$ cat config.mk
export PLATFORM = sky130hd
export DESIGN_NAME = viterbi_frame_ctrl_flat
export DESIGN_NICKNAME = d
export VERILOG_FILES = /design/src/rtl/viterbi_frame_ctrl_pkg.sv /design/src/rtl/viterbi_frame_ctrl_if.sv /design/src/rtl/viterbi_frame_ctrl_ref_delay_line.sv /design/src/rtl/viterbi_frame_ctrl.sv /design/src/flat_wrapper.sv
export SDC_FILE = /design/constraint.sdc
export NUM_CORES = 1
export LEC_CHECK = 0
export ABC_AREA = 1
export ABC_CLOCK_PERIOD_IN_PS = 3200
export CAP_MARGIN = 20
export CORE_MARGIN = 2
export CORE_UTILIZATION = 50
export DETAILED_ROUTE_END_ITERATION = 8
export DONT_BUFFER_PORTS = 1
export GPL_TIMING_DRIVEN = 0
export PLACE_DENSITY = 0.74
export SLEW_MARGIN = 20
export SYNTH_ARGS = -nofsm -noshare
export SYNTH_HDL_FRONTEND = slang
export SYNTH_SLANG_ARGS = --single-unit
$ cat constraint.sdc
create_clock -name clk -period 3.2 [get_ports clk]
set_clock_uncertainty 0.15 [all_clocks]
set_input_delay 0.64 -clock clk [delete_from_list [all_inputs] [get_ports clk]]
set_output_delay 0.64 -clock clk [all_outputs]
set_load 0.05 [all_outputs]
$ cat src/rtl/viterbi_frame_ctrl_pkg.sv
// Shared types and constants for the Viterbi frame sequencer/scorer.
// The LFSR step and counter saturation helpers live here so the top stays readable.
package viterbi_ctrl_pkg;

  typedef enum logic [2:0] {
    IDLE  = 3'd0,
    SEND  = 3'd1,
    FLUSH = 3'd2,
    DRAIN = 3'd3,
    DONE  = 3'd4
  } state_t;

  localparam int          CNT_W        = 16;
  // Right-shifting Fibonacci form: taps 16,14,13,11 map to state bits 0,2,3,5.
  localparam logic [15:0] LFSR_TAPS    = 16'h002D;
  localparam logic [15:0] DEFAULT_SEED = 16'hACE1;

  function automatic logic [15:0] lfsr_step(input logic [15:0] s);
    return {^(s & LFSR_TAPS), s[15:1]};
  endfunction

  function automatic logic [CNT_W-1:0] sat_inc(input logic [CNT_W-1:0] v);
    return (&v) ? v : v + 1'b1;
  endfunction

endpackage

$ cat src/rtl/viterbi_frame_ctrl_if.sv
// Handshake/data bundle between the frame controller and the encoder/channel/decoder side.
interface viterbi_frame_ctrl_if;
  import viterbi_ctrl_pkg::*;

  logic             start_i;
  logic             err_en_i;
  logic             decoder_i;
  logic             enable_encoder_o;
  logic             encoder_o;
  logic [1:0]       err_inj_o;
  logic             busy_o;
  logic             done_o;
  logic [CNT_W-1:0] bit_err_ct_o;
  logic [CNT_W-1:0] inj_ct_o;

  modport master (
    output start_i, err_en_i, decoder_i,
    input  enable_encoder_o, encoder_o, err_inj_o, busy_o, done_o, bit_err_ct_o, inj_ct_o
  );

  modport slave (
    input  start_i, err_en_i, decoder_i,
    output enable_encoder_o, encoder_o, err_inj_o, busy_o, done_o, bit_err_ct_o, inj_ct_o
  );
endinterface

$ cat src/rtl/viterbi_frame_ctrl_ref_delay_line.sv
// Fixed-latency shift line carrying {valid, bit} of each sent symbol to the scorer.
module ref_delay_line #(
  parameter int DEPTH = 32
) (
  input  logic       clk,
  input  logic       rst,
  input  logic [1:0] i_d,
  output logic [1:0] o_q
);

  generate
    if (DEPTH == 0) begin : g_pass
      assign o_q = i_d;
    end else begin : g_line
      for (genvar gi = 0; gi < DEPTH; gi++) begin : g_stage
        logic [1:0] r_q;
        logic [1:0] w_d;
        if (gi == 0) begin : g_src
          assign w_d = i_d;
        end else begin : g_src
          assign w_d = g_stage[gi-1].r_q;
        end
        always_ff @(posedge clk or negedge rst) begin
          if (!rst) r_q <= 2'b00;
          else      r_q <= w_d;
        end
      end
      assign o_q = g_stage[DEPTH-1].r_q;
    end
  endgenerate

endmodule

$ cat src/rtl/viterbi_frame_ctrl.sv
// Frame sequencer: drives LFSR data + flush tail into the encoder, schedules channel
// error injection, and scores decoder output against a latency-aligned reference.
module viterbi_frame_ctrl
  import viterbi_ctrl_pkg::*;
#(
  parameter int          FRAME_LEN = 256,
  parameter int          TAIL      = 2,
  parameter int          DEC_LAT   = 32,
  parameter int          ENC_LAT   = 1,
  parameter int          N         = 4,
  parameter logic [15:0] SEED      = DEFAULT_SEED
) (
  input  logic               clk,
  input  logic               rst,
  viterbi_frame_ctrl_if.slave bus
);

  state_t           r_state, w_next_state;
  logic [15:0]      r_lfsr;
  logic [31:0]      r_sym_ct;
  logic [CNT_W-1:0] r_cmp_ct, r_err_ct, r_inj_ct;
  logic             w_start, w_send, w_in_tx, w_inj_now, w_inj_out, w_cmp_last;
  logic             w_enable, w_enc_bit, w_busy, w_done;
  logic [1:0]       w_dly;

  assign w_start    = (r_state == IDLE) && bus.start_i;
  assign w_send     = (r_state == SEND);
  assign w_in_tx    = w_send || (r_state == FLUSH);
  assign w_inj_now  = w_in_tx && bus.err_en_i && (&r_sym_ct[N-1:0]);
  // Last compare happens this cycle, so DONE lands exactly one cycle after it.
  assign w_cmp_last = w_dly[1] && (r_cmp_ct == CNT_W'(FRAME_LEN - 1));

  always_ff @(posedge clk or negedge rst) begin
    if (!rst) r_state <= IDLE;
    else      r_state <= w_next_state;
  end

  always_comb begin
    w_next_state = r_state;
    case (r_state)
      IDLE:  if (w_start) w_next_state = SEND;
      SEND:  if (w_cmp_last) w_next_state = DONE;
             else if (r_sym_ct == 32'(FRAME_LEN - 1)) w_next_state = (TAIL == 0) ? DRAIN : FLUSH;
      FLUSH: if (w_cmp_last) w_next_state = DONE;
             else if (r_sym_ct == 32'(FRAME_LEN + TAIL - 1)) w_next_state = DRAIN;
      DRAIN: if (w_cmp_last) w_next_state = DONE;
      DONE:  w_next_state = IDLE;
      default: w_next_state = IDLE;
    endcase
  end

  always_comb begin
    w_enable  = 1'b0;
    w_enc_bit = 1'b0;
    w_busy    = 1'b0;
    w_done    = 1'b0;
    case (r_state)
      SEND:  begin w_enable = 1'b1; w_enc_bit = r_lfsr[0]; w_busy = 1'b1; end
      FLUSH: begin w_enable = 1'b1; w_busy = 1'b1; end
      DRAIN: w_busy = 1'b1;
      DONE:  w_done = 1'b1;
      default: ;
    endcase
  end

  assign bus.enable_encoder_o = w_enable;
  assign bus.encoder_o        = w_enc_bit;
  assign bus.busy_o           = w_busy;
  assign bus.done_o           = w_done;
  assign bus.err_inj_o        = {1'b0, w_inj_out};
  assign bus.bit_err_ct_o     = r_err_ct;
  assign bus.inj_ct_o         = r_inj_ct;

  // Injection decision is made on the symbol index, then aligned to the encoder output.
  generate
    if (ENC_LAT == 0) begin : g_inj_comb
      assign w_inj_out = w_inj_now;
    end else begin : g_inj_pipe
      logic [ENC_LAT-1:0] r_inj_pipe;
      always_ff @(posedge clk or negedge rst) begin
        if (!rst) begin
          r_inj_pipe <= '0;
        end else begin
          r_inj_pipe[0] <= w_inj_now;
          for (int i = 1; i < ENC_LAT; i++) r_inj_pipe[i] <= r_inj_pipe[i-1];
        end
      end
      assign w_inj_out = r_inj_pipe[ENC_LAT-1];
    end
  endgenerate

  ref_delay_line #(.DEPTH(DEC_LAT)) u_ref_dly (
    .clk (clk),
    .rst (rst),
    .i_d ({w_send, w_enc_bit}),
    .o_q (w_dly)
  );

  always_ff @(posedge clk or negedge rst) begin
    if (!rst)        r_lfsr <= SEED;
    else if (w_send) r_lfsr <= lfsr_step(r_lfsr);
  end

  always_ff @(posedge clk or negedge rst) begin
    if (!rst) begin
      r_sym_ct <= '0;
      r_cmp_ct <= '0;
      r_err_ct <= '0;
      r_inj_ct <= '0;
    end else if (w_start) begin
      r_sym_ct <= '0;
      r_cmp_ct <= '0;
      r_err_ct <= '0;
      r_inj_ct <= '0;
    end else begin
      if (w_in_tx) r_sym_ct <= r_sym_ct + 32'd1;
      if (w_dly[1]) begin
        r_cmp_ct <= sat_inc(r_cmp_ct);
        if (bus.decoder_i != w_dly[0]) r_err_ct <= sat_inc(r_err_ct);
      end
      if (w_inj_out) r_inj_ct <= sat_inc(r_inj_ct);
    end
  end

endmodule
$ cat src/flat_wrapper.sv
// flat-port wrapper written by rule: the top's interface ports become plain ports
module viterbi_frame_ctrl_flat import viterbi_ctrl_pkg::*;
#(
  parameter int          FRAME_LEN = 256,
  parameter int          TAIL      = 2,
  parameter int          DEC_LAT   = 32,
  parameter int          ENC_LAT   = 1,
  parameter int          N         = 4,
  parameter logic [15:0] SEED      = DEFAULT_SEED
)
  (clk, rst, bus_start_i, bus_err_en_i, bus_decoder_i, bus_enable_encoder_o, bus_encoder_o, bus_err_inj_o, bus_busy_o, bus_done_o, bus_bit_err_ct_o, bus_inj_ct_o);
  viterbi_frame_ctrl_if bus_i ();
  input  logic clk;
  input  logic rst;
  input wire logic [$bits(bus_i.start_i)-1:0] bus_start_i;
  input wire logic [$bits(bus_i.err_en_i)-1:0] bus_err_en_i;
  input wire logic [$bits(bus_i.decoder_i)-1:0] bus_decoder_i;
  output wire logic [$bits(bus_i.enable_encoder_o)-1:0] bus_enable_encoder_o;
  output wire logic [$bits(bus_i.encoder_o)-1:0] bus_encoder_o;
  output wire logic [$bits(bus_i.err_inj_o)-1:0] bus_err_inj_o;
  output wire logic [$bits(bus_i.busy_o)-1:0] bus_busy_o;
  output wire logic [$bits(bus_i.done_o)-1:0] bus_done_o;
  output wire logic [$bits(bus_i.bit_err_ct_o)-1:0] bus_bit_err_ct_o;
  output wire logic [$bits(bus_i.inj_ct_o)-1:0] bus_inj_ct_o;
  assign bus_i.start_i = bus_start_i;
  assign bus_i.err_en_i = bus_err_en_i;
  assign bus_i.decoder_i = bus_decoder_i;
  assign bus_enable_encoder_o = bus_i.enable_encoder_o;
  assign bus_encoder_o = bus_i.encoder_o;
  assign bus_err_inj_o = bus_i.err_inj_o;
  assign bus_busy_o = bus_i.busy_o;
  assign bus_done_o = bus_i.done_o;
  assign bus_bit_err_ct_o = bus_i.bit_err_ct_o;
  assign bus_inj_ct_o = bus_i.inj_ct_o;
  viterbi_frame_ctrl #(.FRAME_LEN(FRAME_LEN), .TAIL(TAIL), .DEC_LAT(DEC_LAT), .ENC_LAT(ENC_LAT), .N(N), .SEED(SEED)) u_core (.clk(clk), .rst(rst), .bus(bus_i));
endmodule
==> results of run 1 <==
layer usage:
metal	vias to the layer above	GRT usage [%]
li1	3020	-
met1	2892	29.6
met2	150	33.3
met3	21	6.34
met4	0	7.76
met5	-	0
worst max-delay path: stages, from the launching register on:
cell      delay, ns
dfrtp_1        0.41
inv_2          0.12
nand3_1        0.19
buf_2          0.24
clkbuf_1       0.23
nor2_2         0.51
area by class of cell:
cell class | instances | area (µm²)
tap | 188 | 235
buffer | 18 | 109
multi-input combinational | 639 | 3080
sequential | 164 | 4110
clock buffer | 20 | 457
clock inverter | 12 | 143
fill | 1314 | 6610
inverter | 102 | 390
cells by family after synthesis:
group           Yosys count
simple gates            509
flops                   164
buf+inv                 120
compound gates          106
xor+xnor                 18
fa+ha+maj                 5
other cells               1
sequential cells by signal, summed over array words and instances (netlist names):
name                                 count
u_core.u_ref_dly.o_q                     2
u_core.r_lfsr                           16
u_core.r_sym_ct                         32
u_core.r_cmp_ct                         16
u_core.bus.bit_err_ct_o                 16
u_core.bus.inj_ct_o                     16
u_core.u_ref_dly.g_line.g_stage.r_q     60
u_core.g_inj_pipe.r_inj_pipe             1
u_core.u_ref_dly.g_line.g_stage.w_d      2
u_core.r_state                           3
cells in the final DEF (no fill, tap or decap), drive strengths merged, types with 10 or more instances in the layout:
master / count
a21oi: 26
nor3: 33
nand2: 239
inv: 106
o21ai: 65
nor2: 124
buf: 14
nand3: 79
xor2: 10
clkbuf: 24
dfrtp: 156
nand4: 26
power by group:
group	leakage (nW)	switching (mW)	total (mW)	internal, mW
Clock	0.286	0.853	2.06	1.21
Combinational	1.59	0.00718	0.0113	0.00415
Sequential	2.14	0.0153	2.09	2.08
repair_timing:
| item | CTS | global route |
|---|---|---|
| buffers inserted | 0 | 0 |
| resized for setup | 0 | 1 |
| endpoints found under the setup margin | 0 | 1 |
| endpoints found under the hold margin | 164 | 164 |
per-stage QoR:
step | area [µm²] | setup slack [ns] | hold slack, ns | power, mW | util [%]
2_1_floorplan | 7690 | 0.788 | 0.181 | 2.14 | -
3_3_place_gp | 7930 | 0.502 | 0.183 | 2.14 | 52.4
3_5_place_dp | 7930 | 0.479 | 0.185 | 2.14 | 52.4
4_1_cts | 8530 | 0.0157 | -0.260 | 4.20 | 56.3
5_1_grt | 8530 | 0.161 | -0.272 | 4.31 | 56.3
6_report | 8530 | 0.281 | -0.244 | 4.16 | 56.3
how the worst max path moves through the flow:
stage	start	end	slack (ns)	cells after the start
3_3_place_gp	u_core.r_state[2]$_DFFE_PN0P_	bus_encoder_o	0.50	5
4_1_cts	u_core.r_state[2]$_DFFE_PN0P_	bus_encoder_o	0.02	5
3_5_place_dp	u_core.r_state[2]$_DFFE_PN0P_	bus_encoder_o	0.48	5
2_1_floorplan	u_core.r_state[2]$_DFFE_PN0P_	bus_encoder_o	0.79	5
5_1_grt	u_core.r_state[2]$_DFFE_PN0P_	bus_encoder_o	0.16	5
6_report	u_core.r_state[2]$_DFFE_PN0P_	bus_encoder_o	0.28	5
==> metrics.md, run 1 <==
| Metric | Value |
|---|---|
| Via Count | `6083` |
| Setup violators final | `0` |
| Synth Area in Compound Gates | `7.63%` |
| Wirelength per Cell | `14.8 µm` |
| Clock buffer depth | `2` |
| Most frequent cell after synthesis | `nand2_1` |
| CTS Sinks | `164` |
| # rows | `45` |
| Post-synthesis sequential area ratio | `53.5%` |
| Reg2reg end | `u_core.bus.bit_err_ct_o[4]$_DFFE_PN0P_` |
| CP required | `2.41 ns` |
| Clock Latency Late Sink | `0.43 ns` |
| Nets | `952` |
| DR DRC count | `0` |
| Starting density of the core | `50.8%` |
| Area leader, netlist | `dfrtp_1` |
| CTS H-Tree Depth | `4` |
| Placed wire-length estimate | `11400 µm` |
| Kind of critical path | `register to output port` |
| FF-to-FF path depth | `11` |
| Die height | `128 µm` |
| Ys flop type | `dfrtp_1` |
| Die Wd | `128 µm` |
| Endpoint class of the critical path | `output port` |
| Post-Synth Simple-Gate Area | `29.5%` |
| DRT met1 WL | `7730 µm` |
| Largest cells by area after synthesis | `dfrtp_1 51%, nand2_1 11%, nor2_1 5.4%, nand3_1 4.9%, inv_1 4.5%` |
| Area of the mapped netlist | `7690 µm²` |
| Yosys reg bits | `164` |
| Max layer used | `met4` |
| Mean Syn Cell Area | `8.34 µm²` |
| Worst slew margin | `29.2%` |
| GP Congestion | `0.897` |
| Proportion of layout cells with a drive suffix above 1 | `10.2%` |
| Synth Instances | `923` |
| Port Buffers | `0` |
| Worst VDD drop | `0.376 mV` |
| Startpoint Class | `register` |
| Non-filler cells, final | `1143` |
| Period minus WS final | `2.92 ns` |
| Clock slew at reported path FFs | `0.07 ns` |
| DRT Pass-1 Iters | `7` |
| First DRT Iteration DRCs | `526` |
| Gr ovfl total | `0` |
| Routed Wire Length | `16900 µm` |
| Outcome | `complete, but fails checks` |
| Max Freq | `0.343 GHz` |
| Synth Area in XOR/XNOR | `2.05%` |
| First-pass GRT wire length | `27700 µm` |
| Fin. max-slew vios | `0` |
| Number of enable flip-flop cells after synthesis | `0` |
| Synth unique cells | `43` |
| Reg2reg setup slack | `0.77 ns` |
| Final Hold Fails | `164` |
| Core area | `15100 µm²` |
| Worst slew pin tran | `1.06 ns` |
| R2r startpoint | `u_core.bus.bit_err_ct_o[1]$_DFFE_PN0P_` |
| Max Cap Viol | `0` |
| Via density | `5.32` |
| Largest net degree at the start of global routing | `165` |
| Post-synthesis mux area share | `0%` |
| Post-placement cell count | `1111` |
| Setup TNS | `0 ns` |
| I/O pin total | `43` |
| Top cell type's share of synthesized area | `50.7%` |
| Routed wire length on met3 | `949 µm` |
| Total routing usage reported by global routing | `21.7%` |
| Initial antenna violation count | `0` |
| Critical path arrival | `2.13 ns` |
| Largest family of logic cells by synthesized area | `simple AND/OR/NAND/NOR gates` |
| CTS tree | `done` |
| Post-Synth Adder-Cell Area | `0.813%` |
| Worst hold slack | `-0.244 ns` |
| Routed Antenna Nets | `0` |
| Final period utilization | `91.2%` |
| Clock Tree Root | `clkbuf_16` |
| Area growth, synth to finish | `10.9%` |
| Met2 WL post-DR | `7910 µm` |
| Post-synth top cells | `229 x nand2_1, 156 x dfrtp_1, 110 x nor2_1, 93 x inv_1, 76 x nand3_1` |
| DIE AREA | `16400 µm²` |
| Failing checks | `hold timing` |
| ANT cells | `0` |
| RSZ-0062 raised after global routing | `no` |
| Clock buffer count from CTS | `17` |
| Syn Nets | `933` |
| FFs w/ async S/R, synth | `100%` |
| Synth warn | `0` |
| P_leak | `4.02 nW` |
| Vias in the first global route | `5575` |
| Crit path max fanout | `10` |
| P per Cell Area | `488 nW/µm²` |
| Hold Path Class | `input pin to asynchronous set/reset pin` |
No activity file was read; power rests on OpenSTA's default activity.
==> inputs of run 2 (changes only) <==
- CAP_MARGIN: 20 -> not set
==> results of run 2 <==
The final DEF is identical to that of run 1; final timing and power are the same.
==> inputs of run 3 (changes only) <==
- ABC_CLOCK_PERIOD_IN_PS: 3200 -> 2500
- CTS_CLUSTER_SIZE: not set -> 40
- PLACE_DENSITY: 0.74 -> 0.77
- clock period: 3.2 -> 2.5 ns (I/O delays scaled with it)
==> run 3 against run 2 <==
Effect of this change:
- the run still ends with hold timing left
- critical path depth down 1
- non-clock buffer count is 1 lower
- final cell count about the same
- clock power rose by 26%
- total power rose by 27%
- sequential cell count did not move
- highest routed layer unchanged
- cell area barely moved
- setup slack lost 0.20 ns
==> metrics.md, run 3 (synthesized netlist as in run 1, its figures left out) <==
| Metric | Value |
|---|---|
| Setup TNS | `0 ns (unchanged)` |
| Failing checks | `hold timing` |
| Critical path arrival | `1.77 ns (-0.36 ns)` |
| Wirelength per Cell | `14.9 µm (+1.1%)` |
| Max Cap Viol | `0 (unchanged)` |
| Most frequent cells in the layout | `229 x nand2_1, 152 x dfrtp_1, 109 x nor2_1` |
| Biggest register | `u_core.u_ref_dly.g_line.g_stage.r_q` |
| GP Congestion | `0.910 (+1.3%)` |
| Vias in the first global route | `5774 (+3.6%)` |
| ANT cells | `0 (unchanged)` |
| Die height | `128 µm (unchanged)` |
| Gr ovfl total | `0 (unchanged)` |
| Area growth, synth to finish | `10.8% (about the same)` |
| Routed Antenna Nets | `0 (unchanged)` |
| Clock buffer depth | `2 (unchanged)` |
| CTS H-Tree Depth | `4 (unchanged)` |
| Worst slew pin tran | `0.973 ns (-0.0859 ns)` |
| DR DRC count | `0 (unchanged)` |
| Die Wd | `128 µm (unchanged)` |
| Proportion of layout cells with a drive suffix above 1 | `10.7% (+0.53 points)` |
| Leading cell type in the layout, fill and taps excluded | `nand2_1` |
| Startpoint Class | `register` |
| P_leak | `4.02 nW (about the same)` |
| Max Freq | `0.413 GHz` |
| Biggest registers after layout | `u_core.u_ref_dly.g_line.g_stage.r_q: 60 flops, u_core.r_sym_ct: 32 flops` |
| Largest net degree at the start of global routing | `165 (unchanged)` |
| Port Buffers | `0 (unchanged)` |
| Routed Wire Length | `17000 µm (+1.0%)` |
| Period minus WS final | `2.42 ns` |
| Starting density of the core | `50.8% (unchanged)` |
| P per Cell Area | `620 nW/µm² (+27%)` |
| DIE AREA | `16400 µm² (unchanged)` |
| Post-placement cell count | `1111 (unchanged)` |
| Hold Path Class | `input pin to asynchronous set/reset pin` |
| Max reg flops | `60 (unchanged)` |
| I/O pin total | `43 (unchanged)` |
| Nets | `951 (-0.11%)` |
| CTS Sinks | `164 (unchanged)` |
| Core area | `15100 µm² (unchanged)` |
| Worst slew margin | `34.9% (+5.7 points)` |
| Critical Path Source | `u_core.r_state[2]$_DFFE_PN0P_` |
| Via Count | `6240 (+2.6%)` |
| First DRT Iteration DRCs | `648 (+23%)` |
| Clock slew at reported path FFs | `0.07 ns (about the same)` |
| Initial antenna violation count | `0 (unchanged)` |
| Total routing usage reported by global routing | `22.1% (+0.38 points)` |
| Tot Pwr | `5.29 mW (+27%)` |
| Fin. max-slew vios | `0 (unchanged)` |
| Worst hold slack | `-0.395 ns (-0.151 ns)` |
| DRT Pass-1 Iters | `6 (-1)` |
| # rows | `45 (unchanged)` |
| Outcome | `complete, but fails checks` |
| Clock Tree Root | `clkbuf_16` |
| R2r startpoint | `u_core.bus.bit_err_ct_o[2]$_DFFE_PN0P_` |
| Crit path max fanout | `10 (unchanged)` |
| CTS tree | `done` |
| Clock Latency Late Sink | `0.44 ns (about the same)` |
| Final Hold Fails | `164 (unchanged)` |
| Final period utilization | `96.8%` |
| Kind of critical path | `register to output port` |
| Clock buffer count from CTS | `17 (unchanged)` |
| Worst VDD drop | `0.487 mV (+30%)` |
| RSZ-0062 raised after global routing | `no` |
| Non-filler cells, final | `1142 (-0.087%)` |
| Placed wire-length estimate | `11600 µm (+1.8%)` |
| Endpoint class of the critical path | `output port` |
| Setup violators final | `0 (unchanged)` |
| FF-to-FF path depth | `10 (-1)` |
| FILL cells | `1330 (+1.2%)` |
| CP required | `1.85 ns (-0.56 ns)` |
| First-pass GRT wire length | `28400 µm (+2.5%)` |
| Via density | `5.46 (+2.7%)` |
[run 3: final timing paths]
check	end	slack, ns
min in group clk	u_core.g_inj_pipe.r_inj_pipe$_DFF_PN0_	0.02
hold reg to reg	u_core.u_ref_dly.g_line.g_stage[10].r_q[0]$_DFF_PN0_	0.20
setup reg to reg	u_core.bus.bit_err_ct_o[4]$_DFFE_PN0P_	0.14
max in group asynchronous	u_core.r_lfsr[11]$_DFFE_PN1P_	2.34
hold / removal	u_core.u_ref_dly.g_line.g_stage[27].r_q[0]$_DFF_PN0_	-0.39
setup / recovery	bus_enable_encoder_o	0.08
[run 3: layer usage]
metal	wire (µm)	track usage, %	vias up
li1	-	-	3022
met1	7920	30.9	2998
met2	7890	33.7	189
met3	905	5.09	31
met4	321	8.66	0
met5	0	0	-
[run 3: through the flow]
step,utilization (%),setup slack [ns],hold WS (ns),cell area [µm²]
2_1_floorplan,-,0.228,0.0544,7690
3_3_place_gp,52.4,-0.0962,0.0578,7930
3_5_place_dp,52.4,-0.101,0.0574,7930
4_1_cts,56.3,0.0168,-0.412,8520
5_1_grt,56.3,0.0259,-0.415,8530
6_report,56.3,0.0792,-0.395,8530
[run 3: timing repair]
| item | CTS | global route |
|---|---|---|
| buffers inserted | 0 | 0 |
| endpoints found under the hold margin | 164 | 164 |
| gates resized for setup | 4 | 5 |
| pin swaps | 1 | 1 |
| setup endpoints to repair | 7 | 5 |
[run 3: critical path, cell delays in order, from the launching register on]
cell	delay, ns
dfrtp_1	0.40
inv_2	0.12
nand3_1	0.23
nand2_2	0.23
clkbuf_4	0.36
[run 3: area by class of cell]
| type | count | area, µm² | share of cell area (%) |
|---|---|---|---|
| Multi-Input combinational cell | 639 | 3090 | 36.2 |
| Clock inverter | 15 | 160 | 1.88 |
| Tap cell | 188 | 235 | 2.76 |
| Inverter | 102 | 390 | 4.58 |
| Sequential cell | 164 | 4120 | 48.3 |
| Buffer | 17 | 110 | 1.29 |
| Clock buffer | 17 | 425 | 4.99 |
[run 3: report_power, final]
part           internal [mW]  total [mW]  leakage [nW]  switching (mW)
Sequential              2.66        2.68          2.14          0.0187
Combinational        0.00530      0.0147          1.59         0.00938
Clock                   1.42        2.59         0.291            1.18
Total                   4.08        5.29          4.02            1.21
